### src/rtl/conv3x3_win_ctrl.sv
// -----------------------------------------------------------------------------
// conv3x3_win_ctrl
// Sequencing controller for a 3x3 RGB window generator. Accepts one frame as a
// valid/ready pixel stream and drives the generator's shift/line-buffer write
// enable. It inserts a zero pad column after every line and a zero pad row
// after the last line, so every pixel (including the bottom/right edges) gets
// a centred window.
//
// Scan grid is (IMG_H+1) x (IMG_W+1). A shift at grid position (sr,sc) with
// sr>=1 and sc>=1 completes the window centred at (sr-1, sc-1).
//
// Ports:
//   clk          system clock (rising edge)
//   rst          asynchronous active-high reset
//   frame_start  single-cycle frame request, honoured only in IDLE
//   in_valid     upstream pixel present
//   in_ready     pixel accepted this cycle (RUN state)
//   shift_en     advance window registers / write line buffers
//   pad_zero     generator shifts zero instead of the input pixel
//   win_valid    window outputs hold a complete window (registered)
//   win_row/col  centre coordinates of the current window (registered)
//   brd_top/bot/lft/rgt  centre lies on first/last row, first/last column
//   busy         frame in progress
//   frame_done   one-cycle pulse in the cycle after the last window
//   err_ovr      sticky protocol error
//
// Optional feature macro: CONV3X3_CTRL_ERR_EN
//   defined   -> err_ovr flags frame_start while busy, or in_valid during a
//                pad slot (PAD/FLUSH); sticky until rst
//   undefined -> err_ovr tied to 0
// -----------------------------------------------------------------------------
module conv3x3_win_ctrl #(
  parameter int IMG_W = 640,
  parameter int IMG_H = 480,
  parameter int CNT_W = 12
) (
  input  logic             clk,
  input  logic             rst,
  input  logic             frame_start,
  input  logic             in_valid,
  output logic             in_ready,
  output logic             shift_en,
  output logic             pad_zero,
  output logic             win_valid,
  output logic [CNT_W-1:0] win_row,
  output logic [CNT_W-1:0] win_col,
  output logic             brd_top,
  output logic             brd_bot,
  output logic             brd_lft,
  output logic             brd_rgt,
  output logic             busy,
  output logic             frame_done,
  output logic             err_ovr
);

  typedef enum logic [2:0] {
    S_IDLE,
    S_RUN,
    S_PAD,
    S_FLUSH,
    S_DONE
  } state_t;

  localparam logic [CNT_W-1:0] C_ONE    = CNT_W'(1);
  localparam logic [CNT_W-1:0] C_W      = CNT_W'(IMG_W);
  localparam logic [CNT_W-1:0] C_W_LAST = CNT_W'(IMG_W - 1);
  localparam logic [CNT_W-1:0] C_H      = CNT_W'(IMG_H);

  state_t           r_state, w_state_next;
  logic [CNT_W-1:0] r_sr, r_sc, w_sr_next, w_sc_next;
  logic             w_win_fire;

  logic             r_win_valid, r_frame_done;
  logic [CNT_W-1:0] r_win_row, r_win_col;
  logic             r_brd_top, r_brd_bot, r_brd_lft, r_brd_rgt;

  // State and scan-position registers
  always_ff @(posedge clk or posedge rst) begin
    if (rst) begin
      r_state <= S_IDLE;
      r_sr    <= '0;
      r_sc    <= '0;
    end else begin
      r_state <= w_state_next;
      r_sr    <= w_sr_next;
      r_sc    <= w_sc_next;
    end
  end

  // Next-state, counter update and combinational handshake decode
  always_comb begin
    w_state_next = r_state;
    w_sr_next    = r_sr;
    w_sc_next    = r_sc;
    in_ready     = 1'b0;
    shift_en     = 1'b0;
    pad_zero     = 1'b0;
    case (r_state)
      S_IDLE: begin
        if (frame_start) begin
          w_state_next = S_RUN;
          w_sr_next    = '0;
          w_sc_next    = '0;
        end
      end
      S_RUN: begin
        in_ready = 1'b1;
        shift_en = in_valid;
        if (in_valid) begin
          w_sc_next = r_sc + C_ONE;
          // Last active pixel of the line: next slot is the right pad column
          if (r_sc == C_W_LAST) w_state_next = S_PAD;
        end
      end
      S_PAD: begin
        shift_en  = 1'b1;
        pad_zero  = 1'b1;
        w_sc_next = '0;
        w_sr_next = r_sr + C_ONE;
        w_state_next = ((r_sr + C_ONE) == C_H) ? S_FLUSH : S_RUN;
      end
      S_FLUSH: begin
        shift_en = 1'b1;
        pad_zero = 1'b1;
        if (r_sc == C_W) begin
          w_sc_next    = '0;
          w_state_next = S_DONE;
        end else begin
          w_sc_next = r_sc + C_ONE;
        end
      end
      S_DONE: begin
        w_state_next = S_IDLE;
      end
      default: begin
        w_state_next = S_IDLE;
      end
    endcase
  end

  assign busy = (r_state != S_IDLE);

  // Row 0 and column 0 of the scan grid only prime the window; no centre yet
  assign w_win_fire = shift_en && (r_sr != '0) && (r_sc != '0);

  // Window descriptor registers; coordinates and flags hold between windows
  always_ff @(posedge clk or posedge rst) begin
    if (rst) begin
      r_win_valid  <= 1'b0;
      r_win_row    <= '0;
      r_win_col    <= '0;
      r_brd_top    <= 1'b0;
      r_brd_bot    <= 1'b0;
      r_brd_lft    <= 1'b0;
      r_brd_rgt    <= 1'b0;
      r_frame_done <= 1'b0;
    end else begin
      r_win_valid  <= w_win_fire;
      r_frame_done <= (r_state == S_DONE);
      if (w_win_fire) begin
        r_win_row <= r_sr - C_ONE;
        r_win_col <= r_sc - C_ONE;
        // Flags decoded from the shift position, which is centre + 1
        r_brd_top <= (r_sr == C_ONE);
        r_brd_bot <= (r_sr == C_H);
        r_brd_lft <= (r_sc == C_ONE);
        r_brd_rgt <= (r_sc == C_W);
      end
    end
  end

  assign win_valid  = r_win_valid;
  assign win_row    = r_win_row;
  assign win_col    = r_win_col;
  assign brd_top    = r_brd_top;
  assign brd_bot    = r_brd_bot;
  assign brd_lft    = r_brd_lft;
  assign brd_rgt    = r_brd_rgt;
  assign frame_done = r_frame_done;

`ifdef CONV3X3_CTRL_ERR_EN
  logic r_err_ovr;
  always_ff @(posedge clk or posedge rst) begin
    if (rst) begin
      r_err_ovr <= 1'b0;
    end else if ((frame_start && busy) ||
                 (in_valid && ((r_state == S_PAD) || (r_state == S_FLUSH)))) begin
      r_err_ovr <= 1'b1;
    end
  end
  assign err_ovr = r_err_ovr;
`else
  assign err_ovr = 1'b0;
`endif

endmodule

### config.mk
export PLATFORM = sky130hd
export DESIGN_NAME = conv3x3_win_ctrl
export DESIGN_NICKNAME = d
export VERILOG_FILES = /design/src/rtl/conv3x3_win_ctrl.sv
export SDC_FILE = /design/constraint.sdc
export NUM_CORES = 1
export LEC_CHECK = 0
export CORE_MARGIN = 3
export CORE_UTILIZATION = 60
export CTS_CLUSTER_DIAMETER = 50
export DETAILED_ROUTE_END_ITERATION = 16
export PLACE_DENSITY = 0.87
export SKIP_LAST_GASP = 1
export SLEW_MARGIN = 20
export SYNTH_ARGS = -nofsm -noshare
export SYNTH_HDL_FRONTEND = slang
export SYNTH_SLANG_ARGS = --single-unit
### constraint.sdc
create_clock -name clk -period 3.6 [get_ports clk]
set_clock_uncertainty 0.15 [all_clocks]
set_input_delay 0.9 -clock clk [delete_from_list [all_inputs] [get_ports clk]]
set_output_delay 0.9 -clock clk [all_outputs]
set_load 0.02 [all_outputs]
==> flow_summary.toml, run 1 <==
[finish]
area_growth_pct = 18.3
final_core_utilization_pct = 76.4
finalNetCount = 389
multi_input_comb_area_sq_um = 1570
post_route_cells_drive_above_1_share_pct = 7.07
filler_cell_count_in_the_final_layout = 336
antenna_cells_inserted = 0
area.sequential_sq_um = 1430

[outcome]
run_status = "finished, final reports clean"

[place]
gpl.final_weighted_congestion = 0.879
placed_wire_length_estimate_after_detailed_placement_mm = 4.70
post-place-ws_ns = 0.193
io_buffers = 37

[worst_hold_path]
min_path_type = "register to register"
worst_hold_startpoint = "win_row[5]"

[yosys]
post_synthesis_average_cell_area_sq_um = 8.96
syn-instance-count = 354
post-synth-top-area-cell = "sky130_fd_sc_hd__dfrtp_1"
netlist_cell_types = 47
netlist.area_leader.share_pct = 45.0
synth_seq_area_share_pct = 45.0
ys_top_cells_by_count = "sky130_fd_sc_hd__dfrtp_1, sky130_fd_sc_hd__nand2_1, sky130_fd_sc_hd__o21ai_0"
yosys_most_used_dff = "sky130_fd_sc_hd__dfrtp_1"
post-synth-top-count-cell = "sky130_fd_sc_hd__dfrtp_1"
ys_ff_latch = 57
synth_enable_flop_cells = 0
syn-num-nets = 366
synth_warnings = 0
postSynth.asyncResetShare_pct = 100
post_synth_instance_area_sq_um = 3170
post_synth_main_area_contributors = "sky130_fd_sc_hd__dfrtp_1, sky130_fd_sc_hd__nand2_1, sky130_fd_sc_hd__o21ai_0, sky130_fd_sc_hd__xnor2_1, sky130_fd_sc_hd__xor2_1"

[global_routing]
grt_pass1_wl_mm = 12.1
via_count_of_the_first_global_routing_pass = 2478
antenna_found_initial = 0
grt_start_max_net_pins = 58
global_route.overflow_total = 0
grt_usage_pct = 25.2

[sta]
maxSlewHeadroom_pct = 46.5
achievable-frequency_mhz = 293
post-route-worst-setup-slack_ns = 0.183
finalHoldViolations = 0
setup-tns-final_ns = 0
maxSlewViolCount = 0
finalCriticalPeriod_ns = 3.42
setup_viols_final = 0
tightest_slew_ns = 0.799
post-route-period-util_pct = 94.9
rsz0062_at_grt = "no"

[setup_path]
rr_startpoint = "r_sc[3]"
end_kind = "output port"
critical_path_source = "in_valid"
worst_ep_required_time_ns = 2.55
critical_path_class = "input port to output port"
critical_path_arrival_ns = 2.37
critPathLaunchType = "input port"
worst-path-max-fanout = 5

[floorplan]
count_of_pins_on_the_block_boundary = 39
die-area_sq_um = 6200
chipWidth_microns = 78.7
core_sq_um = 4910
initial_utilization_pct = 64.6
std_cell_rows = 25
die_y_microns = 78.7

[drt]
drt.antenna.violating_nets = 0
drc = 0
detail_route.wirelength_mm = 7.09
initialDrtViolationCount = 258
detail_route.wl_per_cell_microns = 15.8
vias_per_cell = 5.98
first_pass_iters = 6
vias = 2683

[clock_tree]
worst_skew_pair.late_latency_ns = 0.34
cts.repair.resized = 0
cts_post_setup_buffers_inserted = 0
root_buffer = "sky130_fd_sc_hd__clkbuf_8"
clkSlewWorstSetupHoldPaths_ns = 0.06
cts.htree.levels = 3
holdBufCountCts = 0
total_cts_buffers = 9
ctsLongestPathBuffers = 2
clock_sink_count = 57
cts_tree = "done"

[power_and_ir_drop]
total_leakage_power_nw = 1.63
vdd.ir_drop.worst_mv = 0.358
powerDensity_nw_per_um2 = 803

[flow_run]
drv.max_cap_violation_count = 0
logic make-up after synthesis:
kind of cell    share of synthesized area, %
xor+xnor                                8.83
fa+ha+maj                               3.15
compound gates                          12.8
simple gates                            24.2
mux                                    0.315
buf+inv                                 5.64
other cells                            0.118
flops                                   45.0
where the power goes:
| part | switching (mW) | leakage [nW] | internal, mW |
|---|---|---|---|
| registers | 0.231 | 0.746 | 0.823 |
| clock network | 0.256 | 0.120 | 0.477 |
| logic | 0.669 | 0.766 | 0.559 |
per-stage QoR:
step | power (mW) | cells | instance area (sq um) | hold slack, ns
floorplan | 1.88 | 354 | 3170 | 0.394
global placement | 2.22 | 433 | 3510 | 0.311
detailed placement | 2.27 | 433 | 3510 | 0.316
CTS | 3.02 | 449 | 3750 | 0.334
global route | 3.21 | 449 | 3750 | 0.361
finish | 3.01 | 449 | 3750 | 0.329
state kept, by name, summed over array words and instances (netlist names):
signal	flops
brd_bot	1
frame_done	1
r_sr	12
win_valid	1
brd_lft	1
r_state	3
brd_top	1
brd_rgt	1
win_col	12
win_row	12
r_sc	12
placed cells by master (no fill, tap or decap), types with 6 or more instances in the layout:
| cell | count |
|---|---|
| sky130_fd_sc_hd__a21oi_1 | 7 |
| sky130_fd_sc_hd__clkbuf_8 | 10 |
| sky130_fd_sc_hd__clkdlybuf4s50_1 | 37 |
| sky130_fd_sc_hd__dfrtp_1 | 57 |
| sky130_fd_sc_hd__ha_1 | 8 |
| sky130_fd_sc_hd__inv_1 | 8 |
| sky130_fd_sc_hd__nand2_1 | 51 |
| sky130_fd_sc_hd__nand2b_1 | 7 |
| sky130_fd_sc_hd__nand3_1 | 14 |
| sky130_fd_sc_hd__nand4_1 | 8 |
| sky130_fd_sc_hd__nor2_1 | 33 |
| sky130_fd_sc_hd__nor4_1 | 6 |
| sky130_fd_sc_hd__o21ai_0 | 37 |
| sky130_fd_sc_hd__xnor2_1 | 16 |
| sky130_fd_sc_hd__xor2_1 | 16 |
routing by layer:
| metal | vias to the layer above | wire, microns | global-route usage [%] |
|---|---|---|---|
| li1 | 1261 | - | - |
| met1 | 1268 | 3210 | 35.5 |
| met2 | 136 | 3160 | 37.8 |
| met3 | 18 | 546 | 5.33 |
| met4 | 0 | 166 | 10.5 |
| met5 | - | 0 | 0 |
worst max-delay path, cell delays in order:
cell	delay, ns
sky130_fd_sc_hd__clkdlybuf4s50_1	0.42
sky130_fd_sc_hd__a21oi_1	0.37
sky130_fd_sc_hd__nor2_1	0.12
sky130_fd_sc_hd__clkdlybuf4s50_1	0.56
area by class of cell:
type                       instances  share of cell area (%)
clock inverter                     5                    2.73
multi-input combinational        261                    41.8
inverter                           9                   0.900
sequential                        57                    38.0
tap                               67                    2.23
clock buffer                      11                    3.77
timing repair buffer              39                    10.6
final timing paths:
| path | cells after the start | to | slack [ns] |
|---|---|---|---|
| setup reg to reg | 6 | win_row[3] | 0.90 |
| hold / removal | 2 | win_row[5] | 0.33 |
| hold reg to reg | 2 | win_row[5] | 0.33 |
| setup / recovery | 4 | shift_en | 0.18 |
| min in group asynchronous | 3 | win_row[5] | 0.93 |
| max in group asynchronous | 3 | r_sc[11] | 1.91 |
No activity file was read; power rests on OpenSTA's default activity.
==> inputs of run 2 (changes only) <==
==> constraint.sdc (replaced) <==
create_clock -name clk -period 3.6 [get_ports clk]
set_clock_uncertainty 0.15 [all_clocks]
set_input_delay 0.72 -clock clk [delete_from_list [all_inputs] [get_ports clk]]
set_output_delay 0.72 -clock clk [all_outputs]
set_load 0.02 [all_outputs]
==> flow_summary.toml, run 2 (synthesis gave the netlist of run 1 again) <==
[floorplan]
std_cell_rows = 25
die_y_microns = 78.7
chipWidth_microns = 78.7
initial_utilization_pct = 64.6
die-area_sq_um = 6200
core_sq_um = 4910
count_of_pins_on_the_block_boundary = 39

[power_and_ir_drop]
swShare_pct = 39.3
power.sequential.fraction_pct = 36.8
vdd.ir_drop.worst_mv = 0.315
power.net_switching_mw = 1.12
combinationalPowerShare_pct = 42.6
total_power_mw = 2.85
internal_power_mw = 1.73
total_leakage_power_nw = 1.62
clock_power_share_pct = 20.6
powerDensity_nw_per_um2 = 769

[drt]
vias = 2614
drt.antenna.violating_nets = 0
initialDrtViolationCount = 225
detail_route.wl_per_cell_microns = 14.9
first_pass_iters = 4
vias_per_cell = 5.82
detail_route.wirelength_mm = 6.68
drc = 0

[place]
placed_wire_length_estimate_after_detailed_placement_mm = 4.57
post-place-ws_ns = 0.500
gpl.final_weighted_congestion = 0.859
io_buffers = 37
numPlacedInstances = 434

[sta]
achievable-frequency_mhz = 319
rsz0062_at_grt = "no"
post-route-period-util_pct = 87.0
maxSlewHeadroom_pct = 61.6
maxSlewViolCount = 0
setup_viols_final = 0
finalHoldViolations = 0
finalCriticalPeriod_ns = 3.13
tightest_slew_ns = 0.574
setup-tns-final_ns = 0
post-route-worst-setup-slack_ns = 0.468

[clock_tree]
clkSlewWorstSetupHoldPaths_ns = 0.06
worst_skew_pair.late_latency_ns = 0.33
holdBufCountCts = 0
total_cts_buffers = 9
root_buffer = "sky130_fd_sc_hd__clkbuf_8"
clock_sink_count = 57
ctsLongestPathBuffers = 2
cts.htree.levels = 3
cts_post_setup_buffers_inserted = 0
cts.repair.resized = 0
cts_tree = "done"

[setup_path]
critPathLaunchType = "input port"
worst_ep_required_time_ns = 2.73
critical_path_class = "input port to output port"
critical_path_arrival_ns = 2.26
critical_path.most_common_cell = "sky130_fd_sc_hd__clkdlybuf4s50_1"
cpLargestDelayFamily = "buffers and inverters"
cpMaxStageDelayCell = "sky130_fd_sc_hd__clkdlybuf4s50_1"
critical_path.max_stage_delay_ns = 0.66
end_kind = "output port"
worstPathBufferInverterCount = 2
worst-path-max-fanout = 5
crit_chain = "clkdlybuf4s50_1, a21oi_1, nor2_1, clkdlybuf4s50_1"

[global_routing]
via_count_of_the_first_global_routing_pass = 2395
global_route.overflow_total = 0
grt_usage_pct = 23.5
grt_start_max_net_pins = 58
antenna_found_initial = 0
grt_pass1_wl_mm = 11.5

[finish]
area_growth_pct = 17.0
mostFrequentLayoutCells = "sky130_fd_sc_hd__dfrtp_1, sky130_fd_sc_hd__nand2_1, sky130_fd_sc_hd__o21ai_0"
post_route_cells_drive_above_1_share_pct = 7.07
antenna_cells_inserted = 0
finalNetCount = 390
instances_no_fill = 449
mostFrequentLayoutCell = "sky130_fd_sc_hd__dfrtp_1"

[outcome]
run_status = "finished, final reports clean"

[flow_run]
drv.max_cap_violation_count = 0

[worst_hold_path]
min_path_type = "register to register"
[run 2: layout make-up]
cell class	count	area, sq um
fill	348	1200
inverter	9	33.8
multi-input combinational	261	1570
clock inverter	3	40.0
timing repair buffer	40	405
tap	67	83.8
sequential	57	1430
clock buffer	12	155
[run 2: through the flow]
stage | area, sq um | util (%) | hold WS [ns]
floorplan | 3170 | - | 0.394
global placement | 3520 | 71.6 | 0.311
detailed placement | 3520 | 71.6 | 0.318
CTS | 3710 | 75.6 | 0.332
global route | 3710 | 75.6 | 0.362
finish | 3710 | 75.6 | 0.325
[run 2: power by group through the flow]
stage / registers (mW) / logic, mW / clock network [mW]
after floorplan: 1.09 / 0.792 / 0
after global placement: 1.05 / 1.17 / 0
after detailed placement: 1.06 / 1.20 / 0
after CTS: 1.05 / 1.22 / 0.596
after global routing: 1.08 / 1.34 / 0.629
final: 1.05 / 1.22 / 0.588
[run 2: worst min-delay path, delay by kind of cell, from the launching register on]
family / cells / cell delay (ns)
and+or+nand+nor: 1 / 0.05
DFF: 1 / 0.34
AOI/OAI and AO/OA: 1 / 0.05
[run 2: layer usage]
layer | vias up | track usage (%) | wire length [microns]
met3 | 8 | 5.56 | 375
li1 | 1266 | - | -
met1 | 1255 | 34.1 | 3170
met4 | 0 | 6.29 | 110
met5 | - | 0 | 0
met2 | 85 | 35.6 | 3030
[run 2: path summary, 6_finish.rpt]
path	startpoint	cells after the start	slack [ns]	to
max	in_valid	4	0.47	shift_en
min	brd_lft	2	0.33	brd_lft
max reg2reg	r_sc[3]	5	1.18	r_sc[10]
min reg2reg	brd_lft	2	0.33	brd_lft
max in group asynchronous	rst	3	1.93	r_sc[11]
min in group asynchronous	rst	2	0.58	win_row[6]
==> inputs of run 3 (changes only) <==
- CTS_CLUSTER_DIAMETER: 50 -> 100
- clock period: 3.6 -> 3.85 ns (I/O delays scaled with it)
==> flow_summary.toml, run 3 (synthesis gave the netlist of run 1 again) <==
[setup_path]
ff2ff_setup_slack_ns = 1.46
worst_ep_required_time_ns = 2.93
worst-path-max-fanout = 5
cpMaxStageDelayCell = "sky130_fd_sc_hd__clkdlybuf4s50_1"
critical_path.most_common_cell = "sky130_fd_sc_hd__clkdlybuf4s50_1"
critPathLaunchType = "input port"
rr_startpoint = "r_sc[3]"
end_kind = "output port"
critical_path_arrival_ns = 2.22
r2r-end = "r_sc[5]"
critical_path_class = "input port to output port"
crit_chain = "clkdlybuf4s50_1, a21oi_1, nor2_1, clkdlybuf4s50_1"
timing.reg2reg.worst_path_depth = 5
critical_path.max_stage_delay_ns = 0.56

[drt]
detail_route.wirelength_mm = 6.89
vias = 2662
first_pass_iters = 5
initialDrtViolationCount = 191
detail_route.wl_per_cell_microns = 15.3
vias_per_cell = 5.92
drc = 0
drt.antenna.violating_nets = 0

[sta]
finalHoldViolations = 0
maxSlewViolCount = 0
setup-tns-final_ns = 0
finalCriticalPeriod_ns = 3.14
post-route-period-util_pct = 81.6
tightest_slew_ns = 0.634
final.hold.worst_slack_ns = 0.330
maxSlewHeadroom_pct = 57.7
achievable-frequency_mhz = 318
setup_viols_final = 0
rsz0062_at_grt = "no"

[place]
numPlacedInstances = 434
io_buffers = 37
gpl.final_weighted_congestion = 0.866
placed_wire_length_estimate_after_detailed_placement_mm = 4.78

[power_and_ir_drop]
vdd.ir_drop.worst_mv = 0.358
total_leakage_power_nw = 1.60
powerDensity_nw_per_um2 = 708
total_power_mw = 2.60

[finish]
multi_input_comb_area_sq_um = 1570
area.sequential_sq_um = 1430
post_route_cells_drive_above_1_share_pct = 7.05
finalNetCount = 390
mostFrequentLayoutCell = "sky130_fd_sc_hd__dfrtp_1"
mostFrequentLayoutCells = "sky130_fd_sc_hd__dfrtp_1, sky130_fd_sc_hd__nand2_1, sky130_fd_sc_hd__o21ai_0"
instances_no_fill = 450
final_core_utilization_pct = 74.9
area_growth_pct = 15.9
filler_cell_count_in_the_final_layout = 353
antenna_cells_inserted = 0

[global_routing]
grt_pass1_wl_mm = 12.1
global_route.overflow_total = 0
antenna_found_initial = 0
grt_start_max_net_pins = 58
grt_usage_pct = 24.6
via_count_of_the_first_global_routing_pass = 2519

[clock_tree]
cts.repair.resized = 0
worst_skew_pair.late_latency_ns = 0.34
clkSlewWorstSetupHoldPaths_ns = 0.06
root_buffer = "sky130_fd_sc_hd__clkbuf_8"
holdBufCountCts = 0
cts_post_setup_buffers_inserted = 0
cts_tree = "done"
cts.htree.levels = 3
clock_sink_count = 57
ctsLongestPathBuffers = 2
total_cts_buffers = 9

[floorplan]
count_of_pins_on_the_block_boundary = 39
std_cell_rows = 25
core_sq_um = 4910
die-area_sq_um = 6200
initial_utilization_pct = 64.6
die_y_microns = 78.7
chipWidth_microns = 78.7

[worst_hold_path]
min_path_type = "register to register"
holdPathEnd = "win_row[5]"
hold-path-cell-count = 2
worst_hold_startpoint = "win_row[5]"

[outcome]
run_status = "finished, final reports clean"

[flow_run]
drv.max_cap_violation_count = 0
## run 3: cell types whose count changed in the layout (fill, tap and decap cells not counted)
| cell | delta |
|---|---|
| sky130_fd_sc_hd__clkbuf_1 | +1 |
| sky130_fd_sc_hd__buf_12 | -1 |
| sky130_fd_sc_hd__buf_4 | +1 |
| sky130_fd_sc_hd__clkinv_2 | +1 |
| sky130_fd_sc_hd__bufinv_16 | -1 |
## run 3: report_power, final
group	total [mW]	internal, mW	switching (mW)
logic	1.12	0.509	0.614
clock network	0.493	0.266	0.227
registers	0.987	0.770	0.218
total	2.60	1.54	1.06
## run 3: worst max path at each step
stage                     startpoint       end  slack [ns]
after floorplan                  rst   brd_bot        1.53
after global placement      in_valid  shift_en        0.76
after detailed placement    in_valid  shift_en        0.71
after CTS                   in_valid  shift_en        0.71
after global routing        in_valid  shift_en        0.62
final                       in_valid  shift_en        0.71
## run 3: layout make-up
| cell class | count | share of cell area, % |
|---|---|---|
| Multi-Input combinational cell | 261 | 42.6 |
| Clock inverter | 3 | 0.408 |
| Timing Repair Buffer | 40 | 10.7 |
| Inverter | 9 | 0.918 |
| Clock buffer | 13 | 4.32 |
| Sequential cell | 57 | 38.8 |
| Tap cell | 67 | 2.28 |
## run 3: critical path, delay by kind of cell
kind / cells / cell delay, ns
AOI/OAI and AO/OA: 1 / 0.37
buffers and inverters: 2 / 0.97
and+or+nand+nor: 1 / 0.11
## run 3: routing by layer
layer	track usage, %	vias to the layer above	part of all wire [%]
li1	-	1265	-
met4	7.52	0	1.0
met2	37.0	104	45
met5	0	-	0
met3	5.33	8	8.2
met1	35.8	1285	45
## run 3: per-stage QoR
step	instance area (sq um)	worst slack [ns]
floorplan	3170	1.53
global placement	3500	0.756
global route	3680	0.624
detailed placement	3500	0.713
CTS	3680	0.706
finish	3680	0.710
==> edit (flow settings as in run 2) <==
Take the reset off `r_sc` and load it in a clocked block of its own.
--- a/src/rtl/conv3x3_win_ctrl.sv
+++ b/src/rtl/conv3x3_win_ctrl.sv
@@ -79,12 +79,14 @@
     if (rst) begin
       r_state <= S_IDLE;
       r_sr    <= '0;
-      r_sc    <= '0;
     end else begin
       r_state <= w_state_next;
       r_sr    <= w_sr_next;
-      r_sc    <= w_sc_next;
     end
+  end
+
+  always_ff @(posedge clk) begin
+    r_sc <= w_sc_next;
   end
 
   // Next-state, counter update and combinational handshake decode
Check against the original RTL: same outputs for any inputs over 10 cycles, from zero or initial values and one cycle with rst high; that may be too few to reach the edited logic, so the function may still have changed.
==> edit against run 2 <==
Sequential cell count stayed put; cell count is 2.0% higher; core utilization decreased by 1.6 points; wire length rose by 8.0%; cell area up 3.0%; setup slack worse by 0.13 ns; power up 22%; synthesized area is 3.0% higher; critical path type unchanged; critical endpoint unchanged.
==> edit: results (changes against run 2) <==
M1 wire length 3.211 mm (was 3.165 mm); Unique masters post-synth 53 (was 47); DRT iter0 DRCs 236 (was 225); Post-synth ARST share 78.95% (was 100.0%); Synth area leaders dfrtp_1 (34%), edfxtp_1 (11%), nor2_1 (6.5%), xnor2_1 (4.6%), a21oi_1 (4.3%) (was dfrtp_1 (45%), nand2_1 (6.0%), o21ai_0 (6.0%), xnor2_1 (4.4%), xor2_1 (4.4%)); WHS Path Cells 2 (unchanged); largest net degree at the start of global routing 46 (was 58); post-synthesis sequential area ratio 45.50% (was 44.95%); met2 Track Usage GR 37.23% (was 35.57%); dpl hpwl 5.001 mm (was 4.573 mm); FF-to-FF setup slack 0.77 ns (was 1.18 ns); Syn Area/Cell 9.100 um^2 (was 8.963 um^2); met3 WL 543 um (was 375 um); Reg2Reg Depth 6 (was 5); hold worst-path end win_col[5] (was brd_lft); busiest grt layer met2 (unchanged); GR Util met3 7.675% (was 5.556%); Mapped Nets 371 (was 366); GR Util met1 34.68% (was 34.09%); Leak 1.530 nW (was 1.618 nW); gpl congestion 0.8799 (was 0.8593); Clock Tree Buf Depth 2 (unchanged); router iterations before antenna repair 5 (was 4); Clock Tree Root clkbuf_8 (unchanged); Post-synth EDFFs 12 (was 0); routed vias/inst 5.948 (was 5.822); Synth warnings 0 (unchanged); fin nets 395 (was 390); Worst R2R End r_state[1] (was r_sc[10]); initial antenna violation count 0 (unchanged); HP Class reg -> reg (unchanged); hold path startpoint win_col[5] (was brd_lft); share of cells above drive strength 1 6.959% (was 7.068%); arrival time at the worst endpoint 2.39 ns (was 2.26 ns); met2 routed WL 3.325 mm (was 3.025 mm); Worst path max stage delay 0.62 ns (was 0.66 ns); Rel. slew slack 52.39% (was 61.56%); Max IR drop VDD 0.0004938 V (was 0.0003150 V); GRT Overall Usage 25.27% (was 23.51%); cts bufs inserted 9 (unchanged); first-pass GRT wire length 12.43 mm (was 11.50 mm); dpl ws 0.3516 ns (was 0.5000 ns); synth cell count leaders nor2_1 (57), dfrtp_1 (45), a21oi_1 (28) (was dfrtp_1 (57), nand2_1 (51), o21ai_0 (38)); reg2reg start r_sr[0] (was r_sc[3]); Gates resized, CTS repair 0 (unchanged); Placed Instance Area 3617 um^2 (was 3517 um^2); number of global-route vias before repair 2655 (was 2395); per-cell routed wire length 15.74 um (was 14.87 um); H-tree level count 3 (unchanged); status complete, no violations (unchanged)
## edit: cell count changes after synthesis, sizes merged, moves of 7 or more
cell / before / now
nand2: 51 / 22
edfxtp: 0 / 12
dfrtp: 57 / 45
a21oi: 7 / 28
nor2: 34 / 57
o21ai: 40 / 21
inv: 9 / 16
## edit: stage by stage
step                power (mW)  instances  hold WS [ns]
finish                   3.497        458        0.3766
floorplan                2.375        359        0.3557
global placement         2.801        442        0.3545
detailed placement       2.867        442        0.3643
CTS                      3.503        458        0.3777
global route             3.750        458        0.4166
## edit: cell type report
class	instances	area (um^2)
clock buffers	14	172.7
clock inverters	2	35.03
flip-flops and latches	57	1486
fillers	365	1348
multi-input cells	258	1570
well taps	70	87.58
repair buffers	41	412.9
inverters	16	60.06
## edit: how the worst max path moves through the flow
stage                         from       end  slack [ns]
after floorplan            r_sc[4]   r_sc[0]        1.36
after global placement    in_valid  shift_en        0.38
after detailed placement  in_valid  shift_en        0.35
after CTS                 in_valid  shift_en        0.34
after global routing      in_valid  shift_en        0.26
final                     in_valid  shift_en        0.34
## edit: logic make-up (layout without fill, tap and decap cells)
kind of cell | count (synthesis) | in the layout | share of synthesized area [%]
other | 1 | 1 | 0.1148
and+or+nand+nor | 148 | 148 | 23.44
xor gates and xnor gates | 28 | 28 | 7.507
DFF | 57 | 57 | 45.50
AOI/OAI and AO/OA | 72 | 72 | 13.41
buffers and inverters | 44 | 73 | 6.664
muxes | 1 | 1 | 0.3064
adders and majority gates | 8 | 8 | 3.064
## edit: worst max-delay path, delay by kind of cell
kind,cells,cell delay [ns]
buf+inv,3,1.23
simple gates,1,0.35
compound gates,1,0.09
## edit: where the power goes
part	switching, mW	internal [mW]	total [mW]
logic	0.906	0.732	1.64
clock network	0.244	0.376	0.620
registers	0.306	0.933	1.24
total	1.46	2.04	3.50
